<file path="config.mk">
export PLATFORM = sky130hd
export DESIGN_NAME = alu_req_arbiter_flat
export DESIGN_NICKNAME = d
export VERILOG_FILES = /design/src/rtl/alu_req_arbiter_if.sv /design/src/rtl/alu_req_arbiter.sv /design/src/flat_wrapper.sv
export SDC_FILE = /design/constraint.sdc
export NUM_CORES = 1
export LEC_CHECK = 0
export ABC_AREA = 1
export BUFFER_PORTS_ARGS = -buffer_cell sky130_fd_sc_hd__buf_4
export CORE_AREA = 2 2 132 134
export DETAILED_ROUTE_END_ITERATION = 16
export DIE_AREA = 0 0 134 136
export GPL_TIMING_DRIVEN = 1
export PLACE_DENSITY = 0.7
export SETUP_SLACK_MARGIN = 0.5
export SLEW_MARGIN = 20
export SYNTH_ARGS = -nofsm -noshare
export SYNTH_HDL_FRONTEND = slang
export SYNTH_SLANG_ARGS = --single-unit
</file>
<file path="constraint.sdc">
create_clock -name clk -period 3.3 [get_ports clk]
set_input_delay 0.165 -clock clk [delete_from_list [all_inputs] [get_ports clk]]
set_output_delay 0.165 -clock clk [all_outputs]
set_load 0.1 [all_outputs]
</file>
<file path="src/rtl/alu_req_arbiter_if.sv">
// Request, ALU and response signals shared by alu_req_arbiter and its environment.
// The slave modport is the arbiter side; master is the requesters, ALU and consumer side.
interface alu_req_arbiter_if #(
  parameter int unsigned OPW = 4,
  parameter int unsigned DW  = 32
);
  logic              req0_valid;
  logic              req0_ready;
  logic [OPW-1:0]    req0_op;
  logic [DW-1:0]     req0_a;
  logic [DW-1:0]     req0_b;
  logic              req1_valid;
  logic              req1_ready;
  logic [OPW-1:0]    req1_op;
  logic [DW-1:0]     req1_a;
  logic [DW-1:0]     req1_b;
  logic [DW-1:0]     alu_a;
  logic [DW-1:0]     alu_b;
  logic [OPW-1:0]    alu_op;
  logic [2*DW-1:0]   alu_out;
  logic              rsp_valid;
  logic              rsp_ready;
  logic [2*DW-1:0]   rsp_data;
  logic              rsp_id;
  logic              busy;

  modport slave (
    input  req0_valid, req0_op, req0_a, req0_b,
    input  req1_valid, req1_op, req1_a, req1_b,
    input  alu_out, rsp_ready,
    output req0_ready, req1_ready, alu_a, alu_b, alu_op,
    output rsp_valid, rsp_data, rsp_id, busy
  );

  modport master (
    output req0_valid, req0_op, req0_a, req0_b,
    output req1_valid, req1_op, req1_a, req1_b,
    output alu_out, rsp_ready,
    input  req0_ready, req1_ready, alu_a, alu_b, alu_op,
    input  rsp_valid, rsp_data, rsp_id, busy
  );
endinterface

</file>
<file path="src/rtl/alu_req_arbiter.sv">
// Round-robin arbiter sharing one combinational ALU between two requesters.
// Define ALU_ARB_STATS_EN to add saturating grant and response-stall counters.
module alu_req_arbiter #(
  parameter int unsigned ALU_LAT = 1,
  parameter int unsigned OPW     = 4,
  parameter int unsigned DW      = 32
) (
  input  logic             clk,
  input  logic             rst_n,
  alu_req_arbiter_if.slave bus
`ifdef ALU_ARB_STATS_EN
  ,
  output logic [15:0]      gnt0_cnt,
  output logic [15:0]      gnt1_cnt,
  output logic [15:0]      stall_cnt
`endif
);

  typedef enum logic [1:0] {StIdle, StExec, StResp} state_e;

  localparam logic [3:0] CntLoad = 4'(ALU_LAT - 1);

  state_e          state_q, state_d;
  logic            rr_ptr_q, rr_ptr_d;
  logic [3:0]      cnt_q, cnt_d;
  logic [OPW-1:0]  alu_op_q, alu_op_d;
  logic [DW-1:0]   alu_a_q, alu_a_d;
  logic [DW-1:0]   alu_b_q, alu_b_d;
  logic [2*DW-1:0] rsp_data_q, rsp_data_d;
  logic            rsp_valid_q, rsp_valid_d;
  logic            rsp_id_q, rsp_id_d;
  logic            grant;
  logic            winner;

  // Gated by rst_n so no ready leaks out while reset is held with a request pending.
  always_comb begin
    grant  = rst_n && (state_q == StIdle) && (bus.req0_valid || bus.req1_valid);
    winner = (bus.req0_valid && bus.req1_valid) ? rr_ptr_q : bus.req1_valid;
  end

  always_comb begin
    state_d     = state_q;
    rr_ptr_d    = rr_ptr_q;
    cnt_d       = cnt_q;
    alu_op_d    = alu_op_q;
    alu_a_d     = alu_a_q;
    alu_b_d     = alu_b_q;
    rsp_data_d  = rsp_data_q;
    rsp_valid_d = rsp_valid_q;
    rsp_id_d    = rsp_id_q;
    case (state_q)
      StIdle: begin
        if (grant) begin
          alu_op_d = winner ? bus.req1_op : bus.req0_op;
          alu_a_d  = winner ? bus.req1_a  : bus.req0_a;
          alu_b_d  = winner ? bus.req1_b  : bus.req0_b;
          rsp_id_d = winner;
          rr_ptr_d = ~winner;
          cnt_d    = CntLoad;
          state_d  = StExec;
        end
      end
      StExec: begin
        if (cnt_q == 4'd0) begin
          rsp_data_d  = bus.alu_out;
          rsp_valid_d = 1'b1;
          state_d     = StResp;
        end else begin
          cnt_d = cnt_q - 4'd1;
        end
      end
      StResp: begin
        // Accept edge returns to idle only; the next grant waits one cycle.
        if (bus.rsp_ready) begin
          rsp_valid_d = 1'b0;
          state_d     = StIdle;
        end
      end
      default: state_d = StIdle;
    endcase
  end

  always_ff @(posedge clk or negedge rst_n) begin
    if (!rst_n) begin
      state_q     <= StIdle;
      rr_ptr_q    <= 1'b0;
      cnt_q       <= 4'd0;
      alu_op_q    <= '0;
      alu_a_q     <= '0;
      alu_b_q     <= '0;
      rsp_data_q  <= '0;
      rsp_valid_q <= 1'b0;
      rsp_id_q    <= 1'b0;
    end else begin
      state_q     <= state_d;
      rr_ptr_q    <= rr_ptr_d;
      cnt_q       <= cnt_d;
      alu_op_q    <= alu_op_d;
      alu_a_q     <= alu_a_d;
      alu_b_q     <= alu_b_d;
      rsp_data_q  <= rsp_data_d;
      rsp_valid_q <= rsp_valid_d;
      rsp_id_q    <= rsp_id_d;
    end
  end

  assign bus.req0_ready = grant && !winner;
  assign bus.req1_ready = grant && winner;
  assign bus.alu_op     = alu_op_q;
  assign bus.alu_a      = alu_a_q;
  assign bus.alu_b      = alu_b_q;
  assign bus.rsp_valid  = rsp_valid_q;
  assign bus.rsp_data   = rsp_data_q;
  assign bus.rsp_id     = rsp_id_q;
  assign bus.busy       = (state_q != StIdle);

`ifdef ALU_ARB_STATS_EN
  logic [15:0] gnt0_cnt_q, gnt0_cnt_d;
  logic [15:0] gnt1_cnt_q, gnt1_cnt_d;
  logic [15:0] stall_cnt_q, stall_cnt_d;

  always_comb begin
    gnt0_cnt_d  = gnt0_cnt_q;
    gnt1_cnt_d  = gnt1_cnt_q;
    stall_cnt_d = stall_cnt_q;
    if (grant && !winner && (gnt0_cnt_q != 16'hFFFF)) gnt0_cnt_d = gnt0_cnt_q + 16'd1;
    if (grant && winner && (gnt1_cnt_q != 16'hFFFF))  gnt1_cnt_d = gnt1_cnt_q + 16'd1;
    if (rsp_valid_q && !bus.rsp_ready && (stall_cnt_q != 16'hFFFF)) begin
      stall_cnt_d = stall_cnt_q + 16'd1;
    end
  end

  always_ff @(posedge clk or negedge rst_n) begin
    if (!rst_n) begin
      gnt0_cnt_q  <= 16'd0;
      gnt1_cnt_q  <= 16'd0;
      stall_cnt_q <= 16'd0;
    end else begin
      gnt0_cnt_q  <= gnt0_cnt_d;
      gnt1_cnt_q  <= gnt1_cnt_d;
      stall_cnt_q <= stall_cnt_d;
    end
  end

  assign gnt0_cnt  = gnt0_cnt_q;
  assign gnt1_cnt  = gnt1_cnt_q;
  assign stall_cnt = stall_cnt_q;
`endif

endmodule
</file>
<file path="src/flat_wrapper.sv">
// flat-port wrapper written by rule: the top's interface ports become plain ports
module alu_req_arbiter_flat 
#(
  parameter int unsigned ALU_LAT = 1,
  parameter int unsigned OPW     = 4,
  parameter int unsigned DW      = 32
)
  (clk, rst_n, bus_req0_valid, bus_req0_op, bus_req0_a, bus_req0_b, bus_req1_valid, bus_req1_op, bus_req1_a, bus_req1_b, bus_alu_out, bus_rsp_ready, bus_req0_ready, bus_req1_ready, bus_alu_a, bus_alu_b, bus_alu_op, bus_rsp_valid, bus_rsp_data, bus_rsp_id, bus_busy);
  alu_req_arbiter_if #(.OPW(OPW), .DW(DW)) bus_i ();
  input  logic clk;
  input  logic rst_n;
  input wire logic [$bits(bus_i.req0_valid)-1:0] bus_req0_valid;
  input wire logic [$bits(bus_i.req0_op)-1:0] bus_req0_op;
  input wire logic [$bits(bus_i.req0_a)-1:0] bus_req0_a;
  input wire logic [$bits(bus_i.req0_b)-1:0] bus_req0_b;
  input wire logic [$bits(bus_i.req1_valid)-1:0] bus_req1_valid;
  input wire logic [$bits(bus_i.req1_op)-1:0] bus_req1_op;
  input wire logic [$bits(bus_i.req1_a)-1:0] bus_req1_a;
  input wire logic [$bits(bus_i.req1_b)-1:0] bus_req1_b;
  input wire logic [$bits(bus_i.alu_out)-1:0] bus_alu_out;
  input wire logic [$bits(bus_i.rsp_ready)-1:0] bus_rsp_ready;
  output wire logic [$bits(bus_i.req0_ready)-1:0] bus_req0_ready;
  output wire logic [$bits(bus_i.req1_ready)-1:0] bus_req1_ready;
  output wire logic [$bits(bus_i.alu_a)-1:0] bus_alu_a;
  output wire logic [$bits(bus_i.alu_b)-1:0] bus_alu_b;
  output wire logic [$bits(bus_i.alu_op)-1:0] bus_alu_op;
  output wire logic [$bits(bus_i.rsp_valid)-1:0] bus_rsp_valid;
  output wire logic [$bits(bus_i.rsp_data)-1:0] bus_rsp_data;
  output wire logic [$bits(bus_i.rsp_id)-1:0] bus_rsp_id;
  output wire logic [$bits(bus_i.busy)-1:0] bus_busy;
  assign bus_i.req0_valid = bus_req0_valid;
  assign bus_i.req0_op = bus_req0_op;
  assign bus_i.req0_a = bus_req0_a;
  assign bus_i.req0_b = bus_req0_b;
  assign bus_i.req1_valid = bus_req1_valid;
  assign bus_i.req1_op = bus_req1_op;
  assign bus_i.req1_a = bus_req1_a;
  assign bus_i.req1_b = bus_req1_b;
  assign bus_i.alu_out = bus_alu_out;
  assign bus_i.rsp_ready = bus_rsp_ready;
  assign bus_req0_ready = bus_i.req0_ready;
  assign bus_req1_ready = bus_i.req1_ready;
  assign bus_alu_a = bus_i.alu_a;
  assign bus_alu_b = bus_i.alu_b;
  assign bus_alu_op = bus_i.alu_op;
  assign bus_rsp_valid = bus_i.rsp_valid;
  assign bus_rsp_data = bus_i.rsp_data;
  assign bus_rsp_id = bus_i.rsp_id;
  assign bus_busy = bus_i.busy;
  alu_req_arbiter #(.ALU_LAT(ALU_LAT), .OPW(OPW), .DW(DW)) u_core (.clk(clk), .rst_n(rst_n), .bus(bus_i));
endmodule
</file>
==> results of run 1 <==
## synthesized netlist by cell type (all sizes together)
cell type,number,area share
nand2,488,0.29
inv,74,0.044
a21oi,1,0.00078
buf,35,0.038
clkbuf,8,0.0049
nand3,6,0.0055
nor2,10,0.0063
xnor2,1,0.0014
ha,2,0.0039
o21ai,69,0.054
dfrtp,141,0.55
## logic make-up (layout without fill, tap and decap cells)
group	after synthesis	in the layout
DFF	141	141
xor gates and xnor gates	1	1
AOI/OAI and AO/OA	70	70
and+or+nand+nor	504	504
buffers and inverters	117	507
adders and majority gates	2	2
## what timing repair did
| action | 4_1_cts | 5_1_grt |
|---|---|---|
| gates resized for setup | 0 | 0 |
| hold buffers | 53 | 0 |
| setup buffers | 0 | 0 |
| endpoints found under the hold margin | 116 | 0 |
## final timing paths
path                                                   from                             endpoint  cells past startpoint
setup / recovery                                      rst_n                       bus_req1_ready                      8
hold / removal                              bus_alu_out[38]  u_core.bus.rsp_data[38]$_DFFE_PN0P_                      3
setup reg to reg                u_core.cnt_q[0]$_DFFE_PN0P_  u_core.bus.rsp_data[42]$_DFFE_PN0P_                      6
hold reg to reg            u_core.bus.alu_a[24]$_DFFE_PN0P_     u_core.bus.alu_a[24]$_DFFE_PN0P_                      2
max in group asynchronous                             rst_n          u_core.cnt_q[1]$_DFFE_PN0P_                      4
min in group asynchronous                             rst_n     u_core.bus.alu_op[0]$_DFFE_PN0P_                      3
## worst max-delay path: stages
cell	delay [ns]
dlygate4sd3_1	0.55
buf_6	0.12
inv_1	0.09
nor2_1	0.08
nand2_2	0.07
buf_4	0.65
nor2_1	0.12
buf_4	0.27
## sequential cells by signal (all words and copies together) (netlist names)
register and flops:
u_core.cnt_q 4, u_core.bus.rsp_valid 1, u_core.bus.rsp_data 64, u_core.state_q 2
u_core.bus.alu_b 32, u_core.bus.alu_op 4, u_core.bus.rsp_id 1, u_core.bus.alu_a 32
u_core.rr_ptr_q 1
## routing by layer
metal  global-route usage  up-vias  share of wire
met4               0.0863        0          0.022
met3               0.0738       35          0.091
met5                    0        -              0
met2                0.373      277           0.47
met1                0.263     2920           0.41
li1                     -     3251              -
## cells in the final DEF (no fill, tap or decap)
cell type      netlist  layout
ha_1                 2       2
nand2_1            486     486
buf_6                7       1
clkbuf_16            0      17
nor2_1               9       9
inv_6                0       1
nor2_2               1       1
bufinv_16            0       5
buf_4                8     347
buf_12               0       1
o21ai_0              4       4
nand3_4              0       1
nand3_1              5       5
clkinv_2             0       1
clkbuf_8             0       1
o21ai_1             65      65
dlygate4sd3_1        0      53
nand2_2              2       2
xnor2_1              1       1
inv_1               71      71
a21oi_1              1       1
inv_2                3       3
clkinvlp_4           0       2
clkinv_4             0       4
dfrtp_1            141     141
## final cells by class
class,instances,share of cell area
tap,225,0.0276
multi-input combinational,577,0.226
sequential,141,0.346
timing repair buffer,402,0.310
inverter,74,0.0272
clock inverter,13,0.0210
clock buffer,18,0.0430
## through the flow
stage	hold WS, ns	cells	worst slack, ns
after global routing	0.00229	1450	0.901
after global placement	0.391	1366	1.31
after detailed placement	0.390	1366	1.25
after floorplan	-0.131	835	0.944
after CTS	0.0000843	1450	0.983
final	0.0152	1450	1.00
==> parameters.txt, run 1 <==
Parameter                              Value

GRT
  Number of antenna violations at the first check in global routing ... 0
  Via count of the first global-routing pass ... 6229
  Global-route wire length before repair ... 31.5 mm
  Combined global-route utilization of all metal layers ... 0.222
  Pin count of the biggest net entering global routing ... 78
  Remaining global-route overflow ... 0

Synth
  Mean instance size in the synthesized netlist ... 7.63 um^2
  Mapped Nets ... 1042
  Adder-Cell Fraction of Synth Area ... 0.00393
  Number of warning messages in the yosys log ... 0
  Complex-gate fraction of the synthesized area ... 0.0550
  Mux share of post-synthesis cell area ... 0
  Cell variety after synth ... 19
  Synthesized flop and latch total ... 141
  Sequential element share of the synthesized area ... 0.554
  Synthesized area ... 0.00637 mm^2
  Post-Synthesis Cells ... 835
  Dominant combinational cell family by area after synthesis ... simple AND/OR/NAND/NOR gates
  Fraction of the mapped netlist area in simple logic gates ... 0.300
  Xor-xnor portion of the synthesized cell area ... 0.00137

Worst setup path
  Crit-path max FO ... 77
  Critical path type ... input pin to output port
  Kind of end point of the critical path ... output port
  Critical path data required time ... 3.13 ns
  Data arrival time of the critical path ... 2.13 ns
  Worst setup SP type ... input pin
  R2R setup slack ... 1.16 ns

Placed design
  Post-Place Cell Area ... 0.00903 mm^2
  Placer congestion estimate ... 0.809
  Detailed Place HPWL ... 13.9 mm
  Buffers added on ports ... 341

Routing
  DRC violation count after routing ... 0
  Routed length per instance ... 14.1 um
  Detailed-route vias per instance ... 4.47
  Total Wirelength ... 20.5 mm
  Pre-antenna DRT Iters ... 6
  Vias after detailed routing ... 6483
  Remaining antenna violation count after routing ... 0
  Iteration-0 DRC count of the detailed router ... 260

STA
  Slew at the pin with the worst max-slew slack ... 0.968 ns
  Max-slew violation count ... 0
  Final period utilization ... 0.697
  Final total negative setup slack ... 0 ns
  Headroom to the max-slew limit ... 0.355
  Setup repair after global routing missed its margin ... false
  Worst Skew ... 0.00925 ns
  Final-report setup violation count ... 0
  Final min period ... 2.30 ns
  Count of final hold-check violations ... 0
  Highest Clock Rate ... 0.435 GHz

Die
  # IOs ... 342
  FP Rows ... 48
  Die Height ... 136 um
  Core ar. ... 0.0169 mm^2
  Initial core utilization ... 0.378
  Total Die Area ... 0.0182 mm^2
  DIE WIDTH ... 134 um

Flow run
  Number of maximum-capacitance constraint violations ... 0

Clock tree
  Number of buffers created by CTS ... 17
  Clock tree from TritonCTS ... yes
  Insertion delay to the later sink of the worst-skew pair ... 0.41 ns
  Maximum number of buffers from clock root to sink ... 2
  CTS Root Cell ... clkbuf_16
  Clock slew at reported path FFs ... 0.06 ns
  # H-tree levels ... 4
  Total number of clock tree sinks ... 141

Hold path
  Hold/Removal Path Class ... input pin to flip-flop

Final layout
  Final Core Density ... 0.605
  Filler cells ... 1503
  Fraction of layout cells with a size suffix above 1 ... 0.316
  Area delta synth->final ... 60.2%
  Final nets ... 1420
  Diode count ... 0
  Final design instance area without fill ... 0.0102 mm^2
  Total area of multi-input combinational cells ... 0.00230 mm^2
  Register Area ... 0.00353 mm^2

Run status
  Outcome ... complete, no violations
Power of run 1 is not shown: default switching activity piles up to over one toggle a cycle in this logic, so the estimate is an artifact.
==> run 2: changes to the inputs <==
- ABC_AREA: 1 -> 0
- CORE_AREA: 2 2 132 134 -> 2 2 133 135
- DIE_AREA: 0 0 134 136 -> 0 0 135 137
- PLACE_DENSITY: 0.7 -> unset
- clock period: 3.3 -> 2.4 ns (I/O delays scaled with it)
==> run 2 against run 1 <==
Net effect:
- synthesized cell count decreased by 51%
- the flow now stops in clock tree synthesis (4_1_cts)
- synthesized area decreased by 11%
==> parameters.txt, run 2 <==
Parameter                              Value

Run status
  Outcome ... stopped before the end
  Stop stage ... clock tree synthesis (4_1_cts)
  Error message ... [ERROR RSZ-0060] Max buffer count reached.

Synth
  Sequential element share of the synthesized area ... 0.623 (+0.0696)
  Number of enable-type register cells in the synthesized netlist ... 0 (unchanged)
  Synthesized flop and latch total ... 141 (unchanged)
  Main area contributors after synthesis ... dfrtp_1 62%, a222oi_1 12%, mux2_2 6.6%
  Most instantiated flip-flop cell in the synthesis netlist ... dfrtp_1
  Most common library cells after synthesis ... 141 x dfrtp_1, 73 x inv_1, 68 x a222oi_1, 33 x mux2_2, 32 x mux2_1
  Cell variety after synth ... 29 (+10)
  Synthesized area ... 0.00566 mm^2 (-11%)
  Leading cell type by number of instances after synthesis ... dfrtp_1
  Post-Synthesis Cells ... 408 (-51%)
  Number of warning messages in the yosys log ... 0 (unchanged)
  Most area-hungry cell type in the Yosys netlist ... dfrtp_1
  Mapped Nets ... 615 (-41%)
  Asr flop ratio synth ... 1.00 (unchanged)
  Mean instance size in the synthesized netlist ... 13.9 um^2 (+82%)
  Yosys top cell area share ... 0.623 (+0.0696)

Clock tree
  Resized cells post-CTS ... 4 (+4)
  CTS Root Cell ... clkbuf_16
  Post-CTS Repair Setup Buffers ... 4 (+4)
  Number of buffers added to fix hold violations after cts ... 198 (+270%)
  Maximum number of buffers from clock root to sink ... 2 (unchanged)
  Total number of clock tree sinks ... 141 (unchanged)
  Number of buffers created by CTS ... 17 (unchanged)
  # H-tree levels ... 4 (unchanged)

Placed design
  Placer congestion estimate ... 0.749 (-7.4%)
  Buffers added on ports ... 341 (unchanged)
  Detailed Place HPWL ... 12.5 mm (-10%)

Die
  DIE WIDTH ... 135 um (+0.75%)
  Initial core utilization ... 0.332 (-0.0457)
  FP Rows ... 48 (unchanged)
  # IOs ... 342 (unchanged)
  Die Height ... 137 um (+0.74%)
run 2: cell count changes after synthesis, sizes merged, moves of 3 or more:
cell,before,now
a222oi,0,68
and3,0,3
buf,35,23
mux2,0,65
nand2,488,3
nand3,6,0
nor2,10,1
nor3b,0,4
o21ai,69,3
run 2: cell families after synthesis:
family | Yosys count | synth area share
flops | 141 | 0.623
simple gates | 19 | 0.0225
compound gates | 76 | 0.131
mux | 66 | 0.131
buf+inv | 104 | 0.0878
fa+ha+maj | 2 | 0.00442
run 2: metrics by stage:
step	worst slack, ns	area (um^2)	util	cells
2_1_floorplan	0.690	5660	-	408
3_3_place_gp	0.637	8390	0.492	950
3_5_place_dp	0.564	8390	0.492	950
==> run 3: changes to the inputs <==
- PLACE_DENSITY_LB_ADDON: unset -> 0.15
- SETUP_SLACK_MARGIN: 0.5 -> unset
==> run 3 against run 2 <==
Net effect:
- the run again fails in clock tree synthesis (4_1_cts)
- synthesized area unchanged
- synthesized cell count unchanged
==> parameters.txt, run 3 <==
Parameter                              Value

Synth
  Most common library cells after synthesis ... 141 x dfrtp_1, 73 x inv_1, 68 x a222oi_1, 33 x mux2_2, 32 x mux2_1
  Post-Synthesis Cells ... 408 (unchanged)
  Yosys top cell area share ... 0.623 (unchanged)
  Mean instance size in the synthesized netlist ... 13.9 um^2 (unchanged)
  Most instantiated flip-flop cell in the synthesis netlist ... dfrtp_1
  Leading cell type by number of instances after synthesis ... dfrtp_1
  Synthesized flop and latch total ... 141 (unchanged)
  Cell variety after synth ... 29 (unchanged)
  Main area contributors after synthesis ... dfrtp_1 62%, a222oi_1 12%, mux2_2 6.6%
  Asr flop ratio synth ... 1.00 (unchanged)
  Sequential element share of the synthesized area ... 0.623 (unchanged)
  Number of enable-type register cells in the synthesized netlist ... 0 (unchanged)
  Number of warning messages in the yosys log ... 0 (unchanged)
  Mapped Nets ... 615 (unchanged)
  Most area-hungry cell type in the Yosys netlist ... dfrtp_1
  Synthesized area ... 0.00566 mm^2 (unchanged)

Clock tree
  Maximum number of buffers from clock root to sink ... 2 (unchanged)
  Number of buffers added to fix hold violations after cts ... 197 (-0.51%)
  CTS Root Cell ... clkbuf_16
  # H-tree levels ... 4 (unchanged)
  Resized cells post-CTS ... 0 (-4)
  Total number of clock tree sinks ... 141 (unchanged)
  Post-CTS Repair Setup Buffers ... 0 (-4)
  Number of buffers created by CTS ... 17 (unchanged)

Placed design
  Detailed Place HPWL ... 12.4 mm (-0.82%)
  Placer congestion estimate ... 0.776 (+3.6%)
  Buffers added on ports ... 341 (unchanged)
  Post-Place Worst Slack ... 0.482 ns (-0.0816 ns)
  Post-Place Cell Area ... 0.00840 mm^2 (about the same)

Run status
  Stop stage ... clock tree synthesis (4_1_cts)
  Outcome ... stopped before the end
  Error message ... [ERROR RSZ-0060] Max buffer count reached.

Die
  # IOs ... 342 (unchanged)
  FP Rows ... 48 (unchanged)
  Initial core utilization ... 0.332 (unchanged)
  Die Height ... 137 um (unchanged)
  DIE WIDTH ... 135 um (unchanged)
run 3: cell counts after synthesis:
No cell type changed its count.
run 3: cell families after synthesis:
group,share of synthesized area
compound gates,0.131
fa+ha+maj,0.00442
buf+inv,0.0878
flops,0.623
mux,0.131
simple gates,0.0225
run 3: per-stage QoR:
stage / instances / hold WS, ns
after floorplan: 408 / -0.176
after global placement: 951 / 0.00710
after detailed placement: 951 / 0.0139
